[src/rtl/multicycle_ctrl.sv]
// multicycle_ctrl: FSM sequencer for a multi-cycle MIPS-subset datapath.
// Each instruction moves through FETCH, DECODE, and then an execute, memory
// and write-back path that depends on its opcode. The FSM waits on a
// variable-latency memory and counts retired instructions.
//
// Ports:
//   clk_i, rst_i            clock (rising edge), async active-high reset
//   start_i                 run enable, sampled in IDLE and in retire/illegal cycles
//   op_i                    opcode field IR[31:26]
//   zero_i                  ALU zero flag, used by beq
//   mem_ready_i             memory access completes this cycle
//   mem_read_o/mem_write_o  memory requests
//   iord_o                  memory address select (0 PC, 1 ALUOut)
//   ir_write_o, pc_write_o  IR / PC load enables
//   pc_src_o                PC source (00 ALU, 01 ALUOut, 10 jump target)
//   alu_src_a_o/_b_o        ALU operand selects
//   alu_op_o                00 add, 01 sub, 10 funct
//   reg_dst_o, mem_to_reg_o, reg_write_o  register file write controls
//   state_o                 current state code
//   retire_o, illegal_o     single-cycle event pulses
//   retired_cnt_o           retired-instruction counter (wraps)
module multicycle_ctrl #(
    parameter int CNT_W = 32
) (
    input  logic             clk_i,
    input  logic             rst_i,
    input  logic             start_i,
    input  logic [5:0]       op_i,
    input  logic             zero_i,
    input  logic             mem_ready_i,
    output logic             mem_read_o,
    output logic             mem_write_o,
    output logic             iord_o,
    output logic             ir_write_o,
    output logic             pc_write_o,
    output logic [1:0]       pc_src_o,
    output logic             alu_src_a_o,
    output logic [1:0]       alu_src_b_o,
    output logic [1:0]       alu_op_o,
    output logic             reg_dst_o,
    output logic             mem_to_reg_o,
    output logic             reg_write_o,
    output logic [3:0]       state_o,
    output logic             retire_o,
    output logic             illegal_o,
    output logic [CNT_W-1:0] retired_cnt_o
);

    typedef enum logic [3:0] {
        S_IDLE      = 4'd0,
        S_FETCH     = 4'd1,
        S_DECODE    = 4'd2,
        S_MEM_ADDR  = 4'd3,
        S_MEM_READ  = 4'd4,
        S_MEM_WB    = 4'd5,
        S_MEM_WRITE = 4'd6,
        S_R_EXEC    = 4'd7,
        S_R_WB      = 4'd8,
        S_BRANCH    = 4'd9,
        S_JUMP      = 4'd10,
        S_I_EXEC    = 4'd11,
        S_I_WB      = 4'd12
    } state_e;

    localparam logic [5:0] OP_RTYPE = 6'b000000;
    localparam logic [5:0] OP_LW    = 6'b100011;
    localparam logic [5:0] OP_SW    = 6'b101011;
    localparam logic [5:0] OP_BEQ   = 6'b000100;
    localparam logic [5:0] OP_J     = 6'b000010;
    localparam logic [5:0] OP_ADDI  = 6'b001000;

    state_e           state_q, state_d;
    logic [CNT_W-1:0] cnt_q, cnt_d;
    logic             retire;

    // NOTE: sequential state uses non-blocking assignments so every flop
    // samples the pre-edge values of the others.
    always_ff @(posedge clk_i or posedge rst_i) begin
        if (rst_i) begin
            state_q <= S_IDLE;
            cnt_q   <= '0;
        end else begin
            state_q <= state_d;
            cnt_q   <= cnt_d;
        end
    end

    // NOTE: every signal written here gets a default first, so no path
    // through the case statement can leave one unassigned and infer a latch.
    always_comb begin
        state_d      = state_q;
        retire       = 1'b0;
        illegal_o    = 1'b0;
        mem_read_o   = 1'b0;
        mem_write_o  = 1'b0;
        iord_o       = 1'b0;
        ir_write_o   = 1'b0;
        pc_write_o   = 1'b0;
        pc_src_o     = 2'b00;
        alu_src_a_o  = 1'b0;
        alu_src_b_o  = 2'b00;
        alu_op_o     = 2'b00;
        reg_dst_o    = 1'b0;
        mem_to_reg_o = 1'b0;
        reg_write_o  = 1'b0;

        case (state_q)
            S_IDLE: begin
                if (start_i) state_d = S_FETCH;
            end
            S_FETCH: begin
                // PC+4 computed by the ALU while the instruction is read;
                // IR and PC only load once memory delivers.
                mem_read_o  = 1'b1;
                alu_src_b_o = 2'b01;
                ir_write_o  = mem_ready_i;
                pc_write_o  = mem_ready_i;
                if (mem_ready_i) state_d = S_DECODE;
            end
            S_DECODE: begin
                // Branch target is precomputed into ALUOut speculatively.
                alu_src_b_o = 2'b11;
                case (op_i)
                    OP_RTYPE:     state_d = S_R_EXEC;
                    OP_LW, OP_SW: state_d = S_MEM_ADDR;
                    OP_BEQ:       state_d = S_BRANCH;
                    OP_J:         state_d = S_JUMP;
                    OP_ADDI:      state_d = S_I_EXEC;
                    default: begin
                        illegal_o = 1'b1;
                        state_d   = start_i ? S_FETCH : S_IDLE;
                    end
                endcase
            end
            S_MEM_ADDR: begin
                alu_src_a_o = 1'b1;
                alu_src_b_o = 2'b10;
                state_d     = (op_i == OP_SW) ? S_MEM_WRITE : S_MEM_READ;
            end
            S_MEM_READ: begin
                mem_read_o = 1'b1;
                iord_o     = 1'b1;
                if (mem_ready_i) state_d = S_MEM_WB;
            end
            S_MEM_WB: begin
                reg_write_o  = 1'b1;
                mem_to_reg_o = 1'b1;
                retire       = 1'b1;
            end
            S_MEM_WRITE: begin
                mem_write_o = 1'b1;
                iord_o      = 1'b1;
                retire      = mem_ready_i;
            end
            S_R_EXEC: begin
                alu_src_a_o = 1'b1;
                alu_op_o    = 2'b10;
                state_d     = S_R_WB;
            end
            S_R_WB: begin
                reg_write_o = 1'b1;
                reg_dst_o   = 1'b1;
                retire      = 1'b1;
            end
            S_BRANCH: begin
                alu_src_a_o = 1'b1;
                alu_op_o    = 2'b01;
                pc_src_o    = 2'b01;
                pc_write_o  = zero_i;
                retire      = 1'b1;
            end
            S_JUMP: begin
                pc_src_o   = 2'b10;
                pc_write_o = 1'b1;
                retire     = 1'b1;
            end
            S_I_EXEC: begin
                alu_src_a_o = 1'b1;
                alu_src_b_o = 2'b10;
                state_d     = S_I_WB;
            end
            S_I_WB: begin
                reg_write_o = 1'b1;
                retire      = 1'b1;
            end
            default: state_d = S_IDLE;
        endcase

        // Every retiring state shares the same exit: continue or park.
        if (retire) state_d = start_i ? S_FETCH : S_IDLE;
    end

    always_comb begin
        cnt_d = cnt_q;
        if (retire) cnt_d = cnt_q + CNT_W'(1);
    end

    assign retire_o      = retire;
    assign state_o       = state_q;
    assign retired_cnt_o = cnt_q;

endmodule

[config.mk]
export PLATFORM = sky130hd
export DESIGN_NAME = multicycle_ctrl
export DESIGN_NICKNAME = d
export VERILOG_FILES = /design/src/rtl/multicycle_ctrl.sv
export SDC_FILE = /design/constraint.sdc
export NUM_CORES = 1
export LEC_CHECK = 0
export BUFFER_PORTS_ARGS = -buffer_cell sky130_fd_sc_hd__buf_2
export CAP_MARGIN = 5
export CORE_AREA = 2 2 68 70
export DETAILED_ROUTE_END_ITERATION = 8
export DIE_AREA = 0 0 70 72
export GPL_TIMING_DRIVEN = 0
export PLACE_DENSITY = 0.77
export RECOVER_POWER = 50
export SLEW_MARGIN = 30
export SYNTH_ARGS = -nofsm -noshare
export SYNTH_HDL_FRONTEND = slang
export SYNTH_SLANG_ARGS = --single-unit
export TNS_END_PERCENT = 1
[constraint.sdc]
create_clock -name clk_i -period 2.4 [get_ports clk_i]
set_input_delay 0.12 -clock clk_i [delete_from_list [all_inputs] [get_ports clk_i]]
set_output_delay 0.12 -clock clk_i [all_outputs]
set_load 0.05 [all_outputs]
==> impl_metrics.json <==
{
  "critical_path_class": "flip-flop to output port",
  "tightest_slew_ps": 1340,
  "yosys_warnings": 0,
  "cts_buffers": 5,
  "synth_ff_type": "dfrtp_1",
  "relSlewSlack_pct": 10.3,
  "synth_top_area_share_pct": 42.7,
  "setup_viol": 0,
  "synth-compound-area-share_pct": 8.71,
  "synthXorXnorAreaFrac_pct": 14.1,
  "clock-sinks": 36,
  "dpl_worst_slack_ps": 501,
  "clk_latency_ps": 280,
  "fmax_mhz": 457,
  "post-route-util_pct": 59.8,
  "skew_ps": 5.82,
  "drt_first_pass_iters": 4,
  "grt_use_total_pct": 19.7,
  "via_count": 1874,
  "synth_cell_types": 45,
  "tns_ps": 0,
  "die_h_um": 72,
  "timing.final.crit_period_ps": 2190,
  "dieWidth_um": 70,
  "first_global_vias": 1757,
  "synth-simple-area-share_pct": 28.9,
  "synth.yosys.seq_area_share_pct": 42.7,
  "dp.cells": 338,
  "routedWlPerCell_um": 13.8,
  "syn_avg_cell_area_um2": 9.43,
  "worst_setup_path_end_kind": "output port",
  "drt_iter0_drc": 71,
  "portBuffers": 62,
  "num_rows": 24,
  "required_ps": 2280,
  "core_mm2": 0.00426,
  "syn_inst": 224,
  "grt_max_degree": 37,
  "drt_wl_total_um": 4760,
  "vias_per_cell": 5.42,
  "synth.largest_area_cell": "dfrtp_1",
  "synth_top_family_by_area": "simple AND/OR/NAND/NOR gates",
  "dp_hpwl_um": 3490,
  "arrival_ps": 2070,
  "startpoint_type": "flip-flop",
  "critPathMaxFanout": 10,
  "cts_setup_buffers": 0,
  "synth_seq_cells": 36,
  "synthMuxAreaShare_pct": 0.474,
  "clockBufferDepth": 2,
  "p_leak_nw": 1.23,
  "area_growth_syn_to_layout_pct": 20.8,
  "clk_pin_slew_ps": 60,
  "synthAdderAreaFrac_pct": 0.592,
  "irDropWorstVdd_v": 0.000628,
  "grt_pass1_wl_um": 8020,
  "nNetsFinal": 306,
  "htreeDepth": 2,
  "die_area_mm2": 0.00504,
  "grt-ovfl-total": 0,
  "power_density_mw_per_mm2": 860,
  "grt_antenna_before_repair": 0,
  "rsz0062_at_grt": "no",
  "finalNonFillerCells": 346,
  "fill_cells": 400,
  "synthTopCellsByArea": "dfrtp_1 (43%), xnor2_1 (7.5%), xor2_1 (6.6%), nand2_1 (3.9%), nor3_1 (3.8%)",
  "drtAntennaViolNets": 0,
  "place_congestion": 0.799,
  "io_pins": 64,
  "syn_nets": 236,
  "start_util_pct": 49.5,
  "drive_gt1_share_pct": 21.1,
  "synth_area_mm2": 0.00211,
  "drcViolationCount": 0,
  "drv_slew": 0,
  "synth_edf_count": 0,
  "hold_path_class": "input port to flip-flop",
  "cts_tree": "built",
  "min_period_over_period_pct": 91.1,
  "worst_slack_ps": 214,
  "status": "finished clean",
  "hold_viol_final": 0,
  "diodes": 0,
  "cts_root_buffer": "clkbuf_8",
  "maxCapViolations": 0,
  "async_flop_share_pct": 100
}
-- per-stage QoR --
step	power, W	hold slack [ps]	area [µm²]
global placement	0.00180	452	2500
CTS	0.00221	210	2590
detailed placement	0.00181	298	2500
finish	0.00219	223	2550
floorplan	0.00158	287	2120
global route	0.00232	225	2550
-- metal layers --
metal	vias up	track usage, %	share of wire (%)
li1	920	-	-
met1	905	25.1	45
met2	47	33.8	50
met4	0	5.34	0.46
met3	2	4.72	4.4
met5	-	0	0
-- flip-flops by register name, summed over array words and instances, names as in the netlist --
register / count
retired_cnt_o: 32
state_o: 4
-- report_power, final --
part / total, W / switching, W / internal, W
registers: 0.000729 / 0.0000686 / 0.000660
logic: 0.00106 / 0.000795 / 0.000268
clock network: 0.000401 / 0.000204 / 0.000197
-- layout by cell type, fill, tap and decap left out, types with 6 or more instances in the layout --
master / netlist / layout
buf_2: 3 / 37
o21ai_0: 6 / 6
a21oi_1: 11 / 11
nand3_1: 13 / 13
dfrtp_1: 36 / 36
clkbuf_1: 2 / 31
xnor2_1: 18 / 18
nand2_1: 22 / 22
xor2_1: 16 / 16
inv_1: 8 / 8
nor3_1: 16 / 15
nor2_1: 17 / 17
-- final timing paths --
check / startpoint / endpoint / slack [ps] / cells past startpoint
worst max register to register: retired_cnt_o[3] / retired_cnt_o[21] / 480 / 6
max in group asynchronous: rst_i / state_o[3] / 830 / 3
worst max-delay path: state_o[0] / illegal_o / 210 / 5
worst min register to register: retired_cnt_o[27] / retired_cnt_o[27] / 480 / 1
worst min-delay path: op_i[4] / state_o[1] / 220 / 3
min in group asynchronous: rst_i / retired_cnt_o[27] / 770 / 3
-- critical path, cell delays in order, from the launching register on --
cell and delay [ps]:
dfrtp_1 380, buf_2 170, buf_1 230, or4_1 560, a31oi_1 160, buf_2 290
-- synthesized netlist by cell type (all sizes together), types with 7 or more instances --
master,instances
a21oi,11
buf,8
dfrtp,36
inv,9
nand2,22
nand3,15
nor2,17
nor3,19
nor4,7
xnor2,18
xor2,16
-- kinds of logic (layout without fill, tap and decap cells) --
| family | after synthesis | after routing |
|---|---|---|
| buffers and inverters | 20 | 90 |
| multiplexers | 1 | 1 |
| flip-flops | 36 | 36 |
| AND/OR/NAND/NOR | 103 | 103 |
| AO/OA/AOI/OAI | 29 | 29 |
| adder cells (fa/ha/maj) | 1 | 1 |
| XOR/XNOR | 34 | 34 |
-- area by class of cell --
| cell class | count | area, µm² | share of cell area [%] |
|---|---|---|---|
| buffer | 10 | 60.1 | 2.35 |
| clock buffer | 6 | 72.6 | 2.84 |
| clock inverter | 1 | 5.00 | 0.196 |
| inverter | 10 | 37.5 | 1.47 |
| multi-input combinational | 168 | 1120 | 44.1 |
| sequential | 36 | 901 | 35.3 |
| tap | 52 | 65.1 | 2.55 |
| timing repair buffer | 63 | 285 | 11.2 |
-- repair_timing --
item,4_1_cts,5_1_grt
gates resized for setup,0,0
hold buffers,1,0
endpoints found under the hold margin,29,0
(Power assumes the default switching activity.)
